$ cat config.mk
export PLATFORM = sky130hd
export DESIGN_NAME = ex_stage
export DESIGN_NICKNAME = d
export VERILOG_FILES = /design/src/rtl/ex_stage.sv
export SDC_FILE = /design/constraint.sdc
export NUM_CORES = 1
export LEC_CHECK = 0
export ABC_AREA = 1
export BUFFER_PORTS_ARGS = -buffer_cell sky130_fd_sc_hd__buf_2
export CORE_MARGIN = 1.5
export CORE_UTILIZATION = 45
export DETAILED_ROUTE_END_ITERATION = 8
export GPL_TIMING_DRIVEN = 1
export PLACE_DENSITY_LB_ADDON = 0.15
export SYNTH_ARGS = -nofsm -noshare
export SYNTH_HDL_FRONTEND = slang
export SYNTH_SLANG_ARGS = --single-unit
$ cat constraint.sdc
create_clock -name clk -period 5.1 [get_ports clk]
set_input_delay 0.51 -clock clk [delete_from_list [all_inputs] [get_ports clk]]
set_output_delay 0.51 -clock clk [all_outputs]
set_load 0.01 [all_outputs]
$ cat src/rtl/ex_stage.sv
// rtl/ex_stage.sv - execute stage: operand forwarding, 8-bit ALU, C/Z flags, EX/MEM register
//
// Purpose: sits between ID/EX and MEM. Picks forwarded operands, runs the ALU,
// owns the architectural carry/zero flags, and registers results into EX/MEM.
// The EX/MEM register and flags freeze on stall; flush loads a bubble.
//
// Optional build macro: EX_OVF_FLAG_EN adds a signed-overflow flag (flag_v).
//
// Ports:
//   clk, reset (async, active low)
//   ID_EX_*           decoded instruction, operands and controls from ID/EX
//   fwd_a_sel/b_sel   00/11 ID/EX value, 01 EX_MEM_result, 10 wb_data
//   wb_data           write-back value for forwarding
//   stall, flush      pipeline hold / bubble insert (stall has priority)
//   EX_MEM_*          registered outputs to the MEM stage
//   flag_c, flag_z    architectural flags (flag_v when EX_OVF_FLAG_EN)
`timescale 1ns/1ps
module ex_stage #(
  parameter int DATA_W  = 8,
  parameter int INSTR_W = 19
) (
  input  logic               clk,
  input  logic               reset,
  input  logic [DATA_W-1:0]  ID_EX_A,
  input  logic [DATA_W-1:0]  ID_EX_B,
  input  logic [INSTR_W-1:0] ID_EX_instruction,
  input  logic               ID_EX_mem_write,
  input  logic               ID_EX_reg_write,
  input  logic               ID_EX_alu_use_carry,
  input  logic               ID_EX_alu_in_mux,
  input  logic               ID_EX_select_c,
  input  logic               ID_EX_select_z,
  input  logic               ID_EX_write_c,
  input  logic               ID_EX_write_z,
  input  logic [2:0]         ID_EX_alu_op,
  input  logic [1:0]         ID_EX_reg_write_mux,
  input  logic [1:0]         fwd_a_sel,
  input  logic [1:0]         fwd_b_sel,
  input  logic [DATA_W-1:0]  wb_data,
  input  logic               stall,
  input  logic               flush,
  output logic [DATA_W-1:0]  EX_MEM_result,
  output logic [DATA_W-1:0]  EX_MEM_B,
  output logic [INSTR_W-1:0] EX_MEM_instruction,
  output logic               EX_MEM_mem_write,
  output logic               EX_MEM_reg_write,
  output logic [1:0]         EX_MEM_reg_write_mux,
  output logic               flag_c,
  output logic               flag_z
`ifdef EX_OVF_FLAG_EN
  ,
  output logic               flag_v
`endif
);

  localparam logic [2:0] OP_ADD = 3'b000;
  localparam logic [2:0] OP_SUB = 3'b001;
  localparam logic [2:0] OP_AND = 3'b010;
  localparam logic [2:0] OP_OR  = 3'b011;
  localparam logic [2:0] OP_XOR = 3'b100;
  localparam logic [2:0] OP_SHL = 3'b101;
  localparam logic [2:0] OP_SHR = 3'b110;
  localparam logic [2:0] OP_ROL = 3'b111;

  localparam logic [3:0] LP_W = 4'(DATA_W);

  logic [DATA_W-1:0]  r_result;
  logic [DATA_W-1:0]  r_b;
  logic [INSTR_W-1:0] r_instr;
  logic               r_mem_write;
  logic               r_reg_write;
  logic [1:0]         r_reg_write_mux;
  logic               r_c;
  logic               r_z;

  logic [DATA_W-1:0]  w_op_a;
  logic [DATA_W-1:0]  w_fwd_b;
  logic [DATA_W-1:0]  w_op_b;
  logic [2:0]         w_sh;
  logic               w_cin;
  logic               w_bin;
  logic [DATA_W:0]    w_sum;
  logic [DATA_W:0]    w_diff;
  logic [DATA_W:0]    w_shl;
  logic [DATA_W:0]    w_shr;
  logic [DATA_W-1:0]  w_res;
  logic               w_carry;
  logic               w_zero;
  logic               w_next_c;
  logic               w_next_z;

  // Forwarding taps the pre-edge EX_MEM_result, so dependent ops need no bubble.
  always_comb begin
    w_op_a = ID_EX_A;
    case (fwd_a_sel)
      2'b01:   w_op_a = r_result;
      2'b10:   w_op_a = wb_data;
      default: w_op_a = ID_EX_A;
    endcase
    w_fwd_b = ID_EX_B;
    case (fwd_b_sel)
      2'b01:   w_fwd_b = r_result;
      2'b10:   w_fwd_b = wb_data;
      default: w_fwd_b = ID_EX_B;
    endcase
  end

  assign w_op_b = ID_EX_alu_in_mux ? ID_EX_instruction[DATA_W-1:0] : w_fwd_b;
  assign w_sh   = ID_EX_instruction[2:0];
  assign w_cin  = ID_EX_alu_use_carry & r_c;
  assign w_bin  = ID_EX_alu_use_carry & ~r_c;

  // One extra bit on each side of the shifters catches the last bit shifted out.
  assign w_sum  = {1'b0, w_op_a} + {1'b0, w_op_b} + {{DATA_W{1'b0}}, w_cin};
  assign w_diff = {1'b0, w_op_a} - {1'b0, w_op_b} - {{DATA_W{1'b0}}, w_bin};
  assign w_shl  = {1'b0, w_op_a} << w_sh;
  assign w_shr  = {w_op_a, 1'b0} >> w_sh;

  always_comb begin
    w_res   = '0;
    w_carry = 1'b0;
    case (ID_EX_alu_op)
      OP_ADD: begin
        w_res   = w_sum[DATA_W-1:0];
        w_carry = w_sum[DATA_W];
      end
      OP_SUB: begin
        w_res   = w_diff[DATA_W-1:0];
        w_carry = ~w_diff[DATA_W];  // C=1 means no borrow
      end
      OP_AND: w_res = w_op_a & w_op_b;
      OP_OR:  w_res = w_op_a | w_op_b;
      OP_XOR: w_res = w_op_a ^ w_op_b;
      OP_SHL: begin
        w_res   = w_shl[DATA_W-1:0];
        w_carry = (w_sh == 3'd0) ? r_c : w_shl[DATA_W];
      end
      OP_SHR: begin
        w_res   = w_shr[DATA_W:1];
        w_carry = (w_sh == 3'd0) ? r_c : w_shr[0];
      end
      OP_ROL: begin
        // sh=0 makes the right-shift term a full-width shift, i.e. zero.
        w_res   = (w_op_a << w_sh) | (w_op_a >> (LP_W - {1'b0, w_sh}));
        w_carry = w_res[0];
      end
      default: begin
        w_res   = '0;
        w_carry = 1'b0;
      end
    endcase
  end

  assign w_zero   = (w_res == '0);
  assign w_next_c = ID_EX_write_c ? (ID_EX_select_c ? w_carry : ID_EX_instruction[0]) : r_c;
  assign w_next_z = ID_EX_write_z ? (ID_EX_select_z ? w_zero  : ID_EX_instruction[1]) : r_z;

`ifdef EX_OVF_FLAG_EN
  logic r_v;
  logic w_ovf;
  logic w_v_upd;

  // Signed overflow: operands (after subtrahend inversion for SUB) share a sign
  // that the result does not.
  always_comb begin
    w_ovf = 1'b0;
    if (ID_EX_alu_op == OP_ADD)
      w_ovf = (w_op_a[DATA_W-1] == w_op_b[DATA_W-1]) & (w_res[DATA_W-1] != w_op_a[DATA_W-1]);
    else if (ID_EX_alu_op == OP_SUB)
      w_ovf = (w_op_a[DATA_W-1] != w_op_b[DATA_W-1]) & (w_res[DATA_W-1] != w_op_a[DATA_W-1]);
  end

  assign w_v_upd = ID_EX_write_c & ID_EX_select_c &
                   ((ID_EX_alu_op == OP_ADD) | (ID_EX_alu_op == OP_SUB));

  always_ff @(posedge clk or negedge reset) begin
    if (!reset)
      r_v <= 1'b0;
    else if (!stall && !flush && w_v_upd)
      r_v <= w_ovf;
  end

  assign flag_v = r_v;
`endif

  // Stall outranks flush: a flush seen during a stall is dropped.
  always_ff @(posedge clk or negedge reset) begin
    if (!reset) begin
      r_result        <= '0;
      r_b             <= '0;
      r_instr         <= '0;
      r_mem_write     <= 1'b0;
      r_reg_write     <= 1'b0;
      r_reg_write_mux <= '0;
      r_c             <= 1'b0;
      r_z             <= 1'b0;
    end else if (!stall) begin
      if (flush) begin
        r_result        <= '0;
        r_b             <= '0;
        r_instr         <= '0;
        r_mem_write     <= 1'b0;
        r_reg_write     <= 1'b0;
        r_reg_write_mux <= '0;
      end else begin
        r_result        <= w_res;
        r_b             <= w_fwd_b;
        r_instr         <= ID_EX_instruction;
        r_mem_write     <= ID_EX_mem_write;
        r_reg_write     <= ID_EX_reg_write;
        r_reg_write_mux <= ID_EX_reg_write_mux;
        r_c             <= w_next_c;
        r_z             <= w_next_z;
      end
    end
  end

  assign EX_MEM_result        = r_result;
  assign EX_MEM_B             = r_b;
  assign EX_MEM_instruction   = r_instr;
  assign EX_MEM_mem_write     = r_mem_write;
  assign EX_MEM_reg_write     = r_reg_write;
  assign EX_MEM_reg_write_mux = r_reg_write_mux;
  assign flag_c               = r_c;
  assign flag_z               = r_z;

endmodule

==> Implementation_results.wiki, run 1 <==
{| class="wikitable"
! Metric !! Value
|-
| Maximum Capacitance Violations || 0
|-
| Total GRT Usage || 28.5%
|-
| Count of buffers added by post-CTS timing repair for setup || 0
|-
| Detailed placement HPWL || ~12 mm
|-
| Area added between synthesis and finish || 14.8%
|-
| Most frequently used flop master after synthesis || sky130_fd_sc_hd__dfrtp_1
|-
| Routed wire length per instance || 17.1 um
|-
| Post-Place Setup Slack || 1070 ps
|-
| Initial antenna violation count || 0
|-
| Number of standard cells in the layout, taps in and fillers out || 840
|-
| Post-synth EDFFs || 0
|-
| Top cells by count, synth || sky130_fd_sc_hd__nand2_1, sky130_fd_sc_hd__nand3_1, sky130_fd_sc_hd__inv_1
|-
| Vias post-DR || approximately 4800
|-
| Setup violations, final || 0
|-
| Dpl cells || 832
|-
| Data required, critical path || 5290 ps
|-
| Post-cts sizing count || 0
|-
| Worst-skew pair later-pin latency || 300 ps
|-
| Combinational family with the most area after synthesis || simple AND/OR/NAND/NOR gates
|-
| Area fraction of the dominant cell type after synthesis || 24.3%
|-
| Synth Cell Area || 0.00422 mm^2
|-
| Synth Register Bits || 41
|-
| Total power divided by cell area || 254 mW/mm^2
|-
| Outcome || finished, final reports clean
|-
| CTS clk-pin slew, worst paths || 80 ps
|-
| Number of nets in the finished design || 829
|-
| Critical path's largest stage delay || 400 ps
|-
| Cell at the root of the clock tree || sky130_fd_sc_hd__clkbuf_8
|-
| Placeable Area || 0.00915 mm^2
|-
| Post-route DRC violation count || 0
|-
| Min Tclk post-route || between 3000 and 4000 ps
|-
| Final weighted congestion in routability-driven placement || 0.987
|-
| Slowest stage cell on the critical path || sky130_fd_sc_hd__fa_1
|-
| Number of search-and-repair iterations in the first detailed-routing pass || 5
|-
| Chip width || 99.8 um
|-
| Multiplexer area fraction after synthesis || 0%
|-
| Sequence of cells on the critical path || buf_2 -> inv_1 -> ha_1 -> inv_1 -> nand3_1 -> o211ai_1 -> nand2_1 -> xnor2_1 -> inv_1 -> ha_1 -> o21bai_1 -> fa_1 -> inv_1 -> nand2_1 -> nand2_1 -> nand2_1 -> nand2_1 -> a21oi_1 -> o21ai_0 -> nand3_1 -> a21oi_1 -> nor2_1 -> nand3_2 -> a21oi_2
|-
| Synthesized area per cell || 6.61 um^2
|-
| Chip height || 99.8 um
|-
| Transition time at the pin with the least slew margin || between 1000 and 1500 ps
|-
| RSZ-0062 raised after global routing || false
|-
| Max transition margin || 29.4%
|-
| Fraction of the mapped netlist area in adder cells || 11.5%
|-
| Worst setup skew after layout || 10.7 ps
|-
| Sequential share of the synthesized area || between 20 and 25%
|-
| Final wirelength || about 14 mm
|-
| Largest cells by area after synthesis || sky130_fd_sc_hd__dfrtp_1, sky130_fd_sc_hd__nand2_1, sky130_fd_sc_hd__nand3_1
|-
| CTS tree || yes
|-
| Delay-heaviest family, CP || simple AND/OR/NAND/NOR gates
|-
| Final number of max-transition violations || 0
|-
| Worst voltage drop across the vdd grid || a little under 0.0001 V
|-
| Global-route wire length before repair || around 22 mm
|-
| Largest net degree at the start of global routing || 42
|-
| Simple-gate portion of the synthesized area || 34.9%
|-
| Cell repeated most along the worst path || sky130_fd_sc_hd__nand2_1
|-
| Worst endpoint data arrival time || 3930 ps
|-
| Clock tree buffer depth || 2
|-
| Avg Vias per Cell || 5.65
|-
| Post-Syn Nets || 739
|-
| Endpoints failing hold || 0
|-
| Final worst-path cycle share || 73.3%
|-
| Number of buffers inserted during clock tree synthesis || 5
|-
| Vias in the first global route || 4433
|-
| Number of instances in the synthesized netlist || approximately 640
|-
| Total congestion overflow || 0
|-
| Die area || 0.00996 mm^2
|-
| Compound-cell area share of the yosys netlist || 17.5%
|-
| Crit path kind || in2reg
|-
| Number of warnings reported in the yosys synthesis log || 0
|-
| Yosys cell types || 45
|-
| Total clock sinks || 41
|-
| Type of element launching the critical path || input port
|-
| DRC violation total after the first TritonRoute iteration || 328
|-
| LEAKAGE || between 2 and 3 nW
|-
| Number of diodes added for antenna fixing || 0
|-
| Antenna-violating nets left || 0
|-
| Hold Crit Class || in2async
|-
| Achievable frequency || 267 MHz
|-
| Minimum setup slack in the final design || 1360 ps
|-
| Worst-path fanout max || 16
|-
| Biggest area consumer among synthesized cells || sky130_fd_sc_hd__dfrtp_1
|-
| Number of buffers added on ports || 104
|-
| Count of buffering cells on the critical path with inverters included || 5
|-
| Share of the synthesized netlist area taken by xor and xnor gates || 0.831%
|-
| Fraction of registers with async set/reset || 100%
|-
| Total negative slack for setup checks || 0 ps
|-
| Number of placement rows || 35
|-
| Layout cells sized above 1 || between 10% and 20%
|-
| Initial Util || 46.1%
|-
| Critical path capture point type || flip-flop
|-
| CTS HTree Levels || 2
|-
| Cts hold-fix bufs || 0
|-
| Leading cell type by number of instances after synthesis || sky130_fd_sc_hd__nand2_1
|-
| Top-Level Pins || 105
|}
[registers in the layout, summed over array words and instances, names as in the netlist]
name,count
flag_z,1
EX_MEM_B,8
flag_c,1
EX_MEM_instruction,19
EX_MEM_reg_write,1
EX_MEM_mem_write,1
EX_MEM_result,8
EX_MEM_reg_write_mux,2
[final timing paths]
check	from	to	slack, ps	cells after the start
worst max-delay path	fwd_b_sel[0]	flag_z$_DFFE_PN0P_	1360	24
worst min-delay path	reset	EX_MEM_instruction[0]$_DFFE_PN0N_	340	1
worst max register to register	EX_MEM_result[3]$_DFFE_PN0N_	flag_z$_DFFE_PN0P_	1830	19
worst min register to register	EX_MEM_B[1]$_DFFE_PN0N_	EX_MEM_B[1]$_DFFE_PN0N_	490	2
max in group asynchronous	reset	EX_MEM_result[5]$_DFFE_PN0N_	4190	1
min in group clk	ID_EX_instruction[11]	EX_MEM_instruction[11]$_DFFE_PN0N_	420	2
[metal layers]
metal	part of all wire (%)	routed length [um]	track usage (%)
met5	0	0	0
met4	1.5	215	5.85
met3	7.2	1030	3.27
met2	47	6730	50.4
met1	44	6350	37.7
[kinds of logic (layout without fill, tap and decap cells)]
| kind of cell | count (synthesis) | count (layout) |
|---|---|---|
| compound gates | 117 | 117 |
| xor+xnor | 4 | 4 |
| fa+ha+maj | 37 | 37 |
| buf+inv | 109 | 200 |
| flops | 41 | 41 |
| simple gates | 330 | 330 |
[power breakdown]
part           switching [W]  total, W  leakage [nW]  internal [W]
Sequential         0.0000236  0.000381         0.533      0.000357
Combinational       0.000409  0.000626          2.09      0.000217
Clock               0.000123  0.000222        0.0447     0.0000988
Total               0.000555   0.00123          2.67      0.000674
[area by class of cell]
type / instances / area [um^2]
timing repair buffer: 104 / 520
inverter: 88 / 330
clock inverter: 3 / 25.0
fill: 955 / 4310
clock buffer: 5 / 68.8
tap: 111 / 139
multi-input combinational: 488 / 2730
sequential: 41 / 1030
[cells in the final DEF, fill, tap and decap left out, types with 5 or more instances in the layout]
cell type and instances:
sky130_fd_sc_hd__nor3_1 7, sky130_fd_sc_hd__a22o_1 20, sky130_fd_sc_hd__ha_1 34, sky130_fd_sc_hd__a21oi_1 20, sky130_fd_sc_hd__inv_1 83, sky130_fd_sc_hd__nand4_1 6, sky130_fd_sc_hd__nor2_1 36, sky130_fd_sc_hd__o211ai_1 11
sky130_fd_sc_hd__clkbuf_8 5, sky130_fd_sc_hd__o21ai_0 47, sky130_fd_sc_hd__nand3_1 87, sky130_fd_sc_hd__buf_2 104, sky130_fd_sc_hd__dfrtp_1 41, sky130_fd_sc_hd__nand2_1 169, sky130_fd_sc_hd__o22ai_1 6
[metrics by stage]
stage / power [W] / hold slack, ps / instance area, um^2 / util [%]
CTS: 0.00122 / 358 / 4840 / 52.9
global route: 0.00132 / 402 / 4840 / 52.9
detailed placement: 0.00100 / 471 / 4740 / 51.8
finish: 0.00123 / 338 / 4840 / 52.9
floorplan: 0.000808 / 214 / 4220 / -
global placement: 0.000995 / 462 / 4740 / 51.8
Power figures use the tool's default switching activity.
==> inputs of run 2 (changes only) <==
--- a/config.mk
+++ b/config.mk
@@ -5,7 +5,7 @@
 export SDC_FILE = /design/constraint.sdc
 export NUM_CORES = 1
 export LEC_CHECK = 0
-export ABC_AREA = 1
+export ABC_AREA = 0
 export BUFFER_PORTS_ARGS = -buffer_cell sky130_fd_sc_hd__buf_2
 export CORE_MARGIN = 1.5
 export CORE_UTILIZATION = 45
==> constraint.sdc (replaced) <==
create_clock -name clk -period 3.6 [get_ports clk]
set_input_delay 0.36 -clock clk [delete_from_list [all_inputs] [get_ports clk]]
set_output_delay 0.36 -clock clk [all_outputs]
set_load 0.01 [all_outputs]
==> run 2 against run 1 <==
Combinational power is 92% higher. Clock-buffer cell count stayed put. Critical path depth is 4 lower. Clock skew is 2.1 ps higher. Clock power is 52% higher. Sequential cell count stayed put. Power is 69% higher. Die area is 4.5% higher. Worst setup slack worse by 1300 ps. Largest cell class unchanged. Largest power group unchanged.
==> Implementation_results.wiki, run 2 <==
{| class="wikitable"
! Metric !! Value
|-
| Initial antenna violation count || 0 (unchanged)
|-
| Type of element launching the critical path || input port
|-
| Post-synth EDFFs || 0 (unchanged)
|-
| Terminus of the critical flop-to-flop path || flag_z$_DFFE_PN0P_
|-
| Routed met2 length || 8.12 mm (+21%)
|-
| Critical path capture point type || flip-flop
|-
| Hold Crit Class || in2async
|-
| Worst endpoint data arrival time || 3750 ps (-180 ps)
|-
| Vias in the first global route || 4785 (+7.9%)
|-
| Endpoints failing hold || 0 (unchanged)
|-
| Number of search-and-repair iterations in the first detailed-routing pass || 6 (+1)
|-
| Maximum Capacitance Violations || 0 (unchanged)
|-
| Fraction of power consumed by combinational cells || 57.9% (+6.9 points)
|-
| Fraction of registers with async set/reset || 100% (unchanged)
|-
| Final number of max-transition violations || 0 (unchanged)
|-
| Chip height || 102 um (+2.2%)
|-
| Final wirelength || 17.5 mm (+22%)
|-
| CTS HTree Levels || 2 (unchanged)
|-
| Antenna-violating nets left || 0 (unchanged)
|-
| Initial Util || 47.0% (+0.99 points)
|-
| Minimum setup slack in the final design || 84.9 ps (-1280 ps)
|-
| Number of buffers added on ports || 104 (unchanged)
|-
| Flip-flop count of the largest register, all copies and words added || 19 (unchanged)
|-
| Placeable Area || 0.00937 mm^2 (+2.4%)
|-
| Max transition margin || 32.8% (+3.5 points)
|-
| Transition time at the pin with the least slew margin || 1010 ps (-50.7 ps)
|-
| Total GRT Usage || 32.9% (+4.4 points)
|-
| Data required, critical path || 3840 ps (-1450 ps)
|-
| Chip width || 102 um (+2.2%)
|-
| Yosys cell types || 64 (+42%)
|-
| Outcome || finished, final reports clean
|-
| Layout cells sized above 1 || 35.4% (+17 points)
|-
| Clock tree buffer depth || 2 (unchanged)
|-
| Sw Share || 42.4% (-2.8 points)
|-
| Worst setup skew after layout || 12.8 ps (+2.13 ps)
|-
| Final weighted congestion in routability-driven placement || 0.977 (-1.1%)
|-
| Met1 wire length || 7.17 mm (+13%)
|-
| Global-route wire length before repair || 25.8 mm (+15%)
|-
| Synth Register Bits || 41 (unchanged)
|-
| Post-route DRC violation count || 0 (unchanged)
|-
| Sequential Power Share || 25.9% (-5.1 points)
|-
| Top-Level Pins || 105 (unchanged)
|-
| Register-to-register setup slack || 110 ps (-1720 ps)
|-
| Number of warnings reported in the yosys synthesis log || 0 (unchanged)
|-
| Sequential share of the synthesized area || 23.3% (-1.1 points)
|-
| Most frequently used flop master after synthesis || sky130_fd_sc_hd__dfrtp_1
|-
| Cts hold-fix bufs || 0 (unchanged)
|-
| Internal Power || 0.00120 W (+78%)
|-
| Area fraction of the dominant cell type after synthesis || 23.3% (-1.1 points)
|-
| Min Tclk post-route || 3520 ps
|-
| LEAKAGE || 2.77 nW (+3.7%)
|-
| Routed wire length per instance || 20.6 um (+21%)
|-
| Area added between synthesis and finish || 32.9%
|-
| Largest cells by area after synthesis || sky130_fd_sc_hd__dfrtp_1, sky130_fd_sc_hd__ha_1, sky130_fd_sc_hd__o21ai_0
|-
| DRC violation total after the first TritonRoute iteration || 396 (+21%)
|-
| Final worst-path cycle share || 97.6%
|-
| Leading cell type by number of instances after synthesis || sky130_fd_sc_hd__nand2_1
|-
| Avg Vias per Cell || 5.94 (+5.0%)
|-
| Die area || 0.0104 mm^2 (+4.5%)
|-
| CTS clk-pin slew, worst paths || 100 ps (+20 ps)
|-
| CTS tree || yes
|-
| Cell at the root of the clock tree || sky130_fd_sc_hd__clkbuf_8
|-
| Post-Syn Nets || 660 (-11%)
|-
| Commonest non-fill, non-tap cell in the layout || sky130_fd_sc_hd__buf_2
|-
| Synthesized area per cell || 7.89 um^2 (+19%)
|-
| Worst-path fanout max || 2 (-14)
|-
| Largest net degree at the start of global routing || 61 (+45%)
|-
| Top layer in use || met4
|-
| Sw power || 0.000882 W (+59%)
|-
| Total power divided by cell area || 355 mW/mm^2 (+40%)
|-
| Worst-skew pair later-pin latency || 310 ps (about the same)
|-
| Routed met3 length || 1.77 mm (+71%)
|-
| Detailed placement HPWL || 13.8 mm (+18%)
|-
| Most frequent cells in the layout || sky130_fd_sc_hd__buf_2, sky130_fd_sc_hd__buf_4, sky130_fd_sc_hd__nand2_1
|-
| Biggest area consumer among synthesized cells || sky130_fd_sc_hd__dfrtp_1
|-
| Critical path's largest stage delay || 460 ps (+60 ps)
|-
| Synth Cell Area || 0.00441 mm^2 (+4.6%)
|-
| Slowest stage cell on the critical path || sky130_fd_sc_hd__fa_2
|-
| Worst voltage drop across the vdd grid || 0.000235 V (+140%)
|-
| Total congestion overflow || 0 (unchanged)
|-
| Top cells by count, synth || sky130_fd_sc_hd__nand2_1, sky130_fd_sc_hd__o21ai_0, sky130_fd_sc_hd__dfrtp_1
|-
| Vias post-DR || 5059 (+6.5%)
|-
| Crit path kind || in2reg
|-
| Number of nets in the finished design || 823 (-0.72%)
|-
| Clock network power share || 16.2% (-1.8 points)
|-
| Post-Place Setup Slack || -460 ps (-1530 ps)
|-
| Number of placement rows || 35 (unchanged)
|-
| Sequence of cells on the critical path || buf_2 -> inv_1 -> ha_1 -> a22oi_2 -> nor2_2 -> a21oi_2 -> o21ai_2 -> inv_1 -> xnor2_1 -> ha_1 -> o21bai_4 -> fa_2 -> nor2_1 -> a21oi_1 -> a22oi_2 -> o311ai_2 -> o41ai_2 -> nand3_1 -> nor4_2 -> a31o_1
|-
| Pwr Total || 0.00208 W (+69%)
|-
| Total clock sinks || 41 (unchanged)
|-
| Number of instances in the synthesized netlist || 559 (-12%)
|-
| Number of buffers inserted during clock tree synthesis || 5 (unchanged)
|-
| R2r startpoint || EX_MEM_result[0]$_DFFE_PN0N_
|-
| Number of diodes added for antenna fixing || 0 (unchanged)
|-
| Setup violations, final || 0 (unchanged)
|-
| Achievable frequency || 284 MHz
|-
| Number of cell instances on the worst register-to-register path || 17 (-2)
|}
==> run 2: cell types whose count changed after synthesis, sizes merged, moves of 10 or more <==
cell / delta
a211oi: +10
a22o: -13
a22oi: +12
clkbuf: +14
inv: -47
nand2: -115
nand2b: +18
nand3: -87
nor2b: +18
nor3: +20
==> run 2: worst max-delay path: cells and delay by family <==
kind            cells  cell delay, ps
compound gates      9            1570
xor+xnor            1              80
fa+ha+maj           3             850
buf+inv             3             270
simple gates        4             620
==> run 2: kinds of logic after synthesis <==
kind of cell	count (synthesis)	synth area share, %
xor+xnor	9	1.79
compound gates	189	30.0
buf+inv	80	7.49
simple gates	191	21.1
flops	41	23.3
mux	12	5.36
fa+ha+maj	37	11.0
==> run 2: power by group through the flow <==
stage | registers [W] | logic, W | clock network [W]
after floorplan | 0.000566 | 0.000591 | 0
after global placement | 0.000544 | 0.00109 | 0
final | 0.000539 | 0.00120 | 0.000338
after global routing | 0.000544 | 0.00129 | 0.000362
after detailed placement | 0.000546 | 0.00110 | 0
after CTS | 0.000538 | 0.00112 | 0.000340
==> run 2: worst max-delay path by stage <==
| stage | startpoint | endpoint | depth (start not counted) |
|---|---|---|---|
| floorplan | fwd_a_sel[0] | flag_z$_DFFE_PN0P_ | 18 |
| global placement | fwd_b_sel[0] | flag_z$_DFFE_PN0P_ | 19 |
| detailed placement | fwd_b_sel[0] | flag_z$_DFFE_PN0P_ | 19 |
| CTS | fwd_b_sel[0] | flag_c$_DFFE_PN0P_ | 18 |
| global route | fwd_b_sel[1] | flag_z$_DFFE_PN0P_ | 20 |
| finish | fwd_b_sel[1] | flag_z$_DFFE_PN0P_ | 20 |
==> run 2: cell type report <==
type | instances | area [um^2]
clock buffers | 5 | 68.8
clock inverters | 3 | 25.0
fillers | 901 | 3510
inverters | 42 | 158
multi-input cells | 438 | 3220
flip-flops and latches | 41 | 1030
well taps | 129 | 161
repair buffers | 194 | 1200
==> run 2: routing by layer <==
metal	up-vias	track usage, %
met4	0	9.27
met2	278	52.7
li1	2354	-
met1	2390	43.7
met3	37	9.23
met5	-	0
==> run 2: metrics by stage <==
| stage | cells | hold WS [ps] | util, % | TNS, ps | area [um^2] |
|---|---|---|---|---|---|
| after global routing | 852 | 266 | 62.5 | -79.3 | 5860 |
| final | 852 | 198 | 62.5 | 0 | 5860 |
| after CTS | 849 | 245 | 60.8 | 0 | 5700 |
| after global placement | 840 | 463 | 59.4 | -1070 | 5570 |
| after detailed placement | 840 | 463 | 59.4 | -1700 | 5570 |
| after floorplan | 559 | 64.4 | - | 0 | 4420 |
==> run 2: what timing repair did <==
action	CTS	global route
hold endpoints to repair	0	0
endpoints found under the setup margin	2	6
gates resized for setup	7	38
pin swaps	3	18
setup buffers	1	3
==> inputs of run 3 (changes only) <==
--- a/config.mk
+++ b/config.mk
@@ -7,7 +7,7 @@
 export LEC_CHECK = 0
 export ABC_AREA = 0
 export BUFFER_PORTS_ARGS = -buffer_cell sky130_fd_sc_hd__buf_2
-export CORE_MARGIN = 1.5
+export CORE_MARGIN = 10
 export CORE_UTILIZATION = 45
 export DETAILED_ROUTE_END_ITERATION = 8
 export GPL_TIMING_DRIVEN = 1
==> run 3 against run 2 <==
Critical endpoint unchanged. Clock-buffer cell count unchanged. Sequential share of layout area hardly changed. Routed wire length up 2.3%. Register-to-register slack improved by 50 ps. Critical path depth shrank 1. Global-route usage is 9.3 points lower. Clock power rose by 35%. Design area shrank 0.28%.
==> Implementation_results.wiki, run 3 (synthesis gave the netlist of run 2 again) <==
{| class="wikitable"
! Metric !! Value
|-
| Outcome || finished, final reports clean
|-
| Final wirelength || 17.9 mm (+2.3%)
|-
| Worst setup skew after layout || 7.56 ps (-5.25 ps)
|-
| Layout cells sized above 1 || 35.1% (-0.30 points)
|-
| Detailed placement HPWL || 14.4 mm (+4.5%)
|-
| Initial Util || 45.7% (-1.3 points)
|-
| Total power divided by cell area || 369 mW/mm^2 (+4.0%)
|-
| Final weighted congestion in routability-driven placement || 0.961 (-1.6%)
|-
| Avg Vias per Cell || 5.92 (-0.24%)
|-
| Initial antenna violation count || 0 (unchanged)
|-
| Top-Level Pins || 105 (unchanged)
|-
| Slowest stage cell on the critical path || sky130_fd_sc_hd__fa_2
|-
| Commonest non-fill, non-tap cell in the layout || sky130_fd_sc_hd__buf_2
|-
| Routed wire length per instance || 21.2 um (+2.8%)
|-
| Number of buffers inserted during clock tree synthesis || 5 (unchanged)
|-
| Terminus of the critical flop-to-flop path || flag_z$_DFFE_PN0P_
|-
| Vias in the first global route || 4925 (+2.9%)
|-
| Type of element launching the critical path || input port
|-
| Data required, critical path || 3840 ps (about the same)
|-
| Total of fill cells in the finished design || 921 (+2.2%)
|-
| Min Tclk post-route || 3440 ps (-71.9 ps)
|-
| Chip height || 119 um (+17%)
|-
| Placeable Area || 0.00964 mm^2 (+2.9%)
|-
| Multi-input logic area || 0.00322 mm^2 (-0.16%)
|-
| Sequence of cells on the critical path || buf_2 -> inv_2 -> ha_4 -> nor2_2 -> a21oi_2 -> o21ai_2 -> inv_2 -> xnor2_2 -> ha_2 -> o21bai_4 -> fa_2 -> nor2_2 -> a21oi_1 -> a22oi_2 -> o311ai_2 -> o41ai_2 -> nand3_1 -> nor4_2 -> a31o_1
|-
| Total congestion overflow || 0 (unchanged)
|-
| R2r startpoint || EX_MEM_result[0]$_DFFE_PN0N_
|-
| Delay-heaviest family, CP || compound AO/OA/AOI/OAI gates
|-
| Die area || 0.0142 mm^2 (+36%)
|-
| Post-route DRC violation count || 0 (unchanged)
|-
| Area added between synthesis and finish || 32.5%
|-
| DRC violation total after the first TritonRoute iteration || 464 (+17%)
|-
| Total clock sinks || 41 (unchanged)
|-
| Critical path's largest stage delay || 460 ps (about the same)
|-
| CTS HTree Levels || 2 (unchanged)
|-
| Worst endpoint data arrival time || 3680 ps (-70 ps)
|-
| Worst voltage drop across the vdd grid || 0.000245 V (+4.3%)
|-
| Max transition margin || 37.1% (+4.3 points)
|-
| Worst-path fanout max || 3 (+1)
|-
| Setup violations, final || 0 (unchanged)
|-
| Number of search-and-repair iterations in the first detailed-routing pass || 5 (-1)
|-
| Worst hold slack || 202 ps (+4.66 ps)
|-
| Clock tree buffer depth || 2 (unchanged)
|-
| Final worst-path cycle share || 95.6% (-2.0 points)
|-
| Final number of max-transition violations || 0 (unchanged)
|-
| Flip-flop count of the largest register, all copies and words added || 19 (unchanged)
|-
| Number of placement rows || 36 (+2.9%)
|-
| CTS tree || yes
|-
| Vias post-DR || 5023 (-0.71%)
|-
| Dpl cells || 836 (-0.48%)
|-
| Antenna-violating nets left || 0 (unchanged)
|-
| Global-route wire length before repair || 27.3 mm (+5.8%)
|-
| Number of standard cells in the layout, taps in and fillers out || 848 (-0.47%)
|-
| Critical path capture point type || flip-flop
|-
| Crit path kind || in2reg
|-
| Maximum Capacitance Violations || 0 (unchanged)
|-
| Most frequent cells in the layout || sky130_fd_sc_hd__buf_2, sky130_fd_sc_hd__buf_4, sky130_fd_sc_hd__nand2_1
|-
| Cell at the root of the clock tree || sky130_fd_sc_hd__clkbuf_8
|-
| Endpoints failing hold || 0 (unchanged)
|-
| CTS clk-pin slew, worst paths || 90 ps (about the same)
|-
| Number of nets in the finished design || 815 (-0.97%)
|-
| Number of buffers added on ports || 104 (unchanged)
|-
| Largest net degree at the start of global routing || 61 (unchanged)
|-
| Register-to-register setup slack || 160 ps (+50 ps)
|-
| Transition time at the pin with the least slew margin || 944 ps (-63.8 ps)
|-
| Hold Crit Class || in2async
|-
| Chip width || 119 um (+17%)
|-
| Number of diodes added for antenna fixing || 0 (unchanged)
|-
| Count of buffering cells on the critical path with inverters included || 3 (unchanged)
|-
| Worst-skew pair later-pin latency || 300 ps (about the same)
|-
| Achievable frequency || 290 MHz (+2.1%)
|-
| LEAKAGE || 2.76 nW (-0.52%)
|-
| Area occupied by registers || 0.00103 mm^2 (unchanged)
|-
| Total GRT Usage || 23.7% (-9.3 points)
|-
| Number of cell instances on the worst register-to-register path || 17 (unchanged)
|}
[run 3: area by class of cell]
class                      instances  area share [%]
sequential                        41            17.6
tap                              133            2.85
clock buffer                       5            1.18
multi-input combinational        438            55.0
timing repair buffer             186            19.5
clock inverter                     3            1.18
inverter                          42            2.70
[run 3: report_power, final]
part | switching [W] | internal (W)
logic | 0.000629 | 0.000533
clock network | 0.000178 | 0.000279
registers | 0.0000347 | 0.000504
total | 0.000841 | 0.00132
[run 3: layer usage]
layer | vias to the layer above | track usage, % | wire (um)
met1 | 2383 | 31.5 | 7550
li1 | 2345 | - | -
met4 | 0 | 6.95 | 528
met5 | - | 0 | 0
met2 | 261 | 37.2 | 8200
met3 | 34 | 5.62 | 1660
[run 3: worst register-to-register path, delay by kind of cell (launching register included)]
family	cells	cell delay, ps
compound gates	9	1560
fa+ha+maj	2	640
simple gates	4	580
flops	1	410
xor+xnor	1	150
buf+inv	1	90
[run 3: repair_timing]
action	CTS	global route
resized for setup	8	35
setup buffers	0	4
pin swaps	2	15
hold buffers	0	0
endpoints found under the setup margin	2	7
[run 3: worst max-delay path by stage]
stage	to	start	slack, ps	depth (start not counted)
global route	flag_z$_DFFE_PN0P_	EX_MEM_result[0]$_DFFE_PN0N_	-40	17
global placement	flag_z$_DFFE_PN0P_	fwd_a_sel[0]	-360	17
CTS	flag_z$_DFFE_PN0P_	fwd_a_sel[0]	20	17
detailed placement	flag_z$_DFFE_PN0P_	fwd_a_sel[0]	-440	17
floorplan	flag_z$_DFFE_PN0P_	fwd_a_sel[0]	60	18
finish	flag_z$_DFFE_PN0P_	fwd_b_sel[0]	160	19
[run 3: through the flow]
stage               power, W  area, um^2  setup TNS (ps)  setup WS (ps)  utilization [%]
floorplan            0.00116        4420               0           58.2                -
global placement     0.00161        5520           -1370           -360             57.2
detailed placement   0.00162        5520           -1910           -439             57.2
CTS                  0.00208        5670               0           18.2             58.9
global route         0.00228        5840           -39.3          -39.3             60.6
finish               0.00216        5840               0            157             60.6
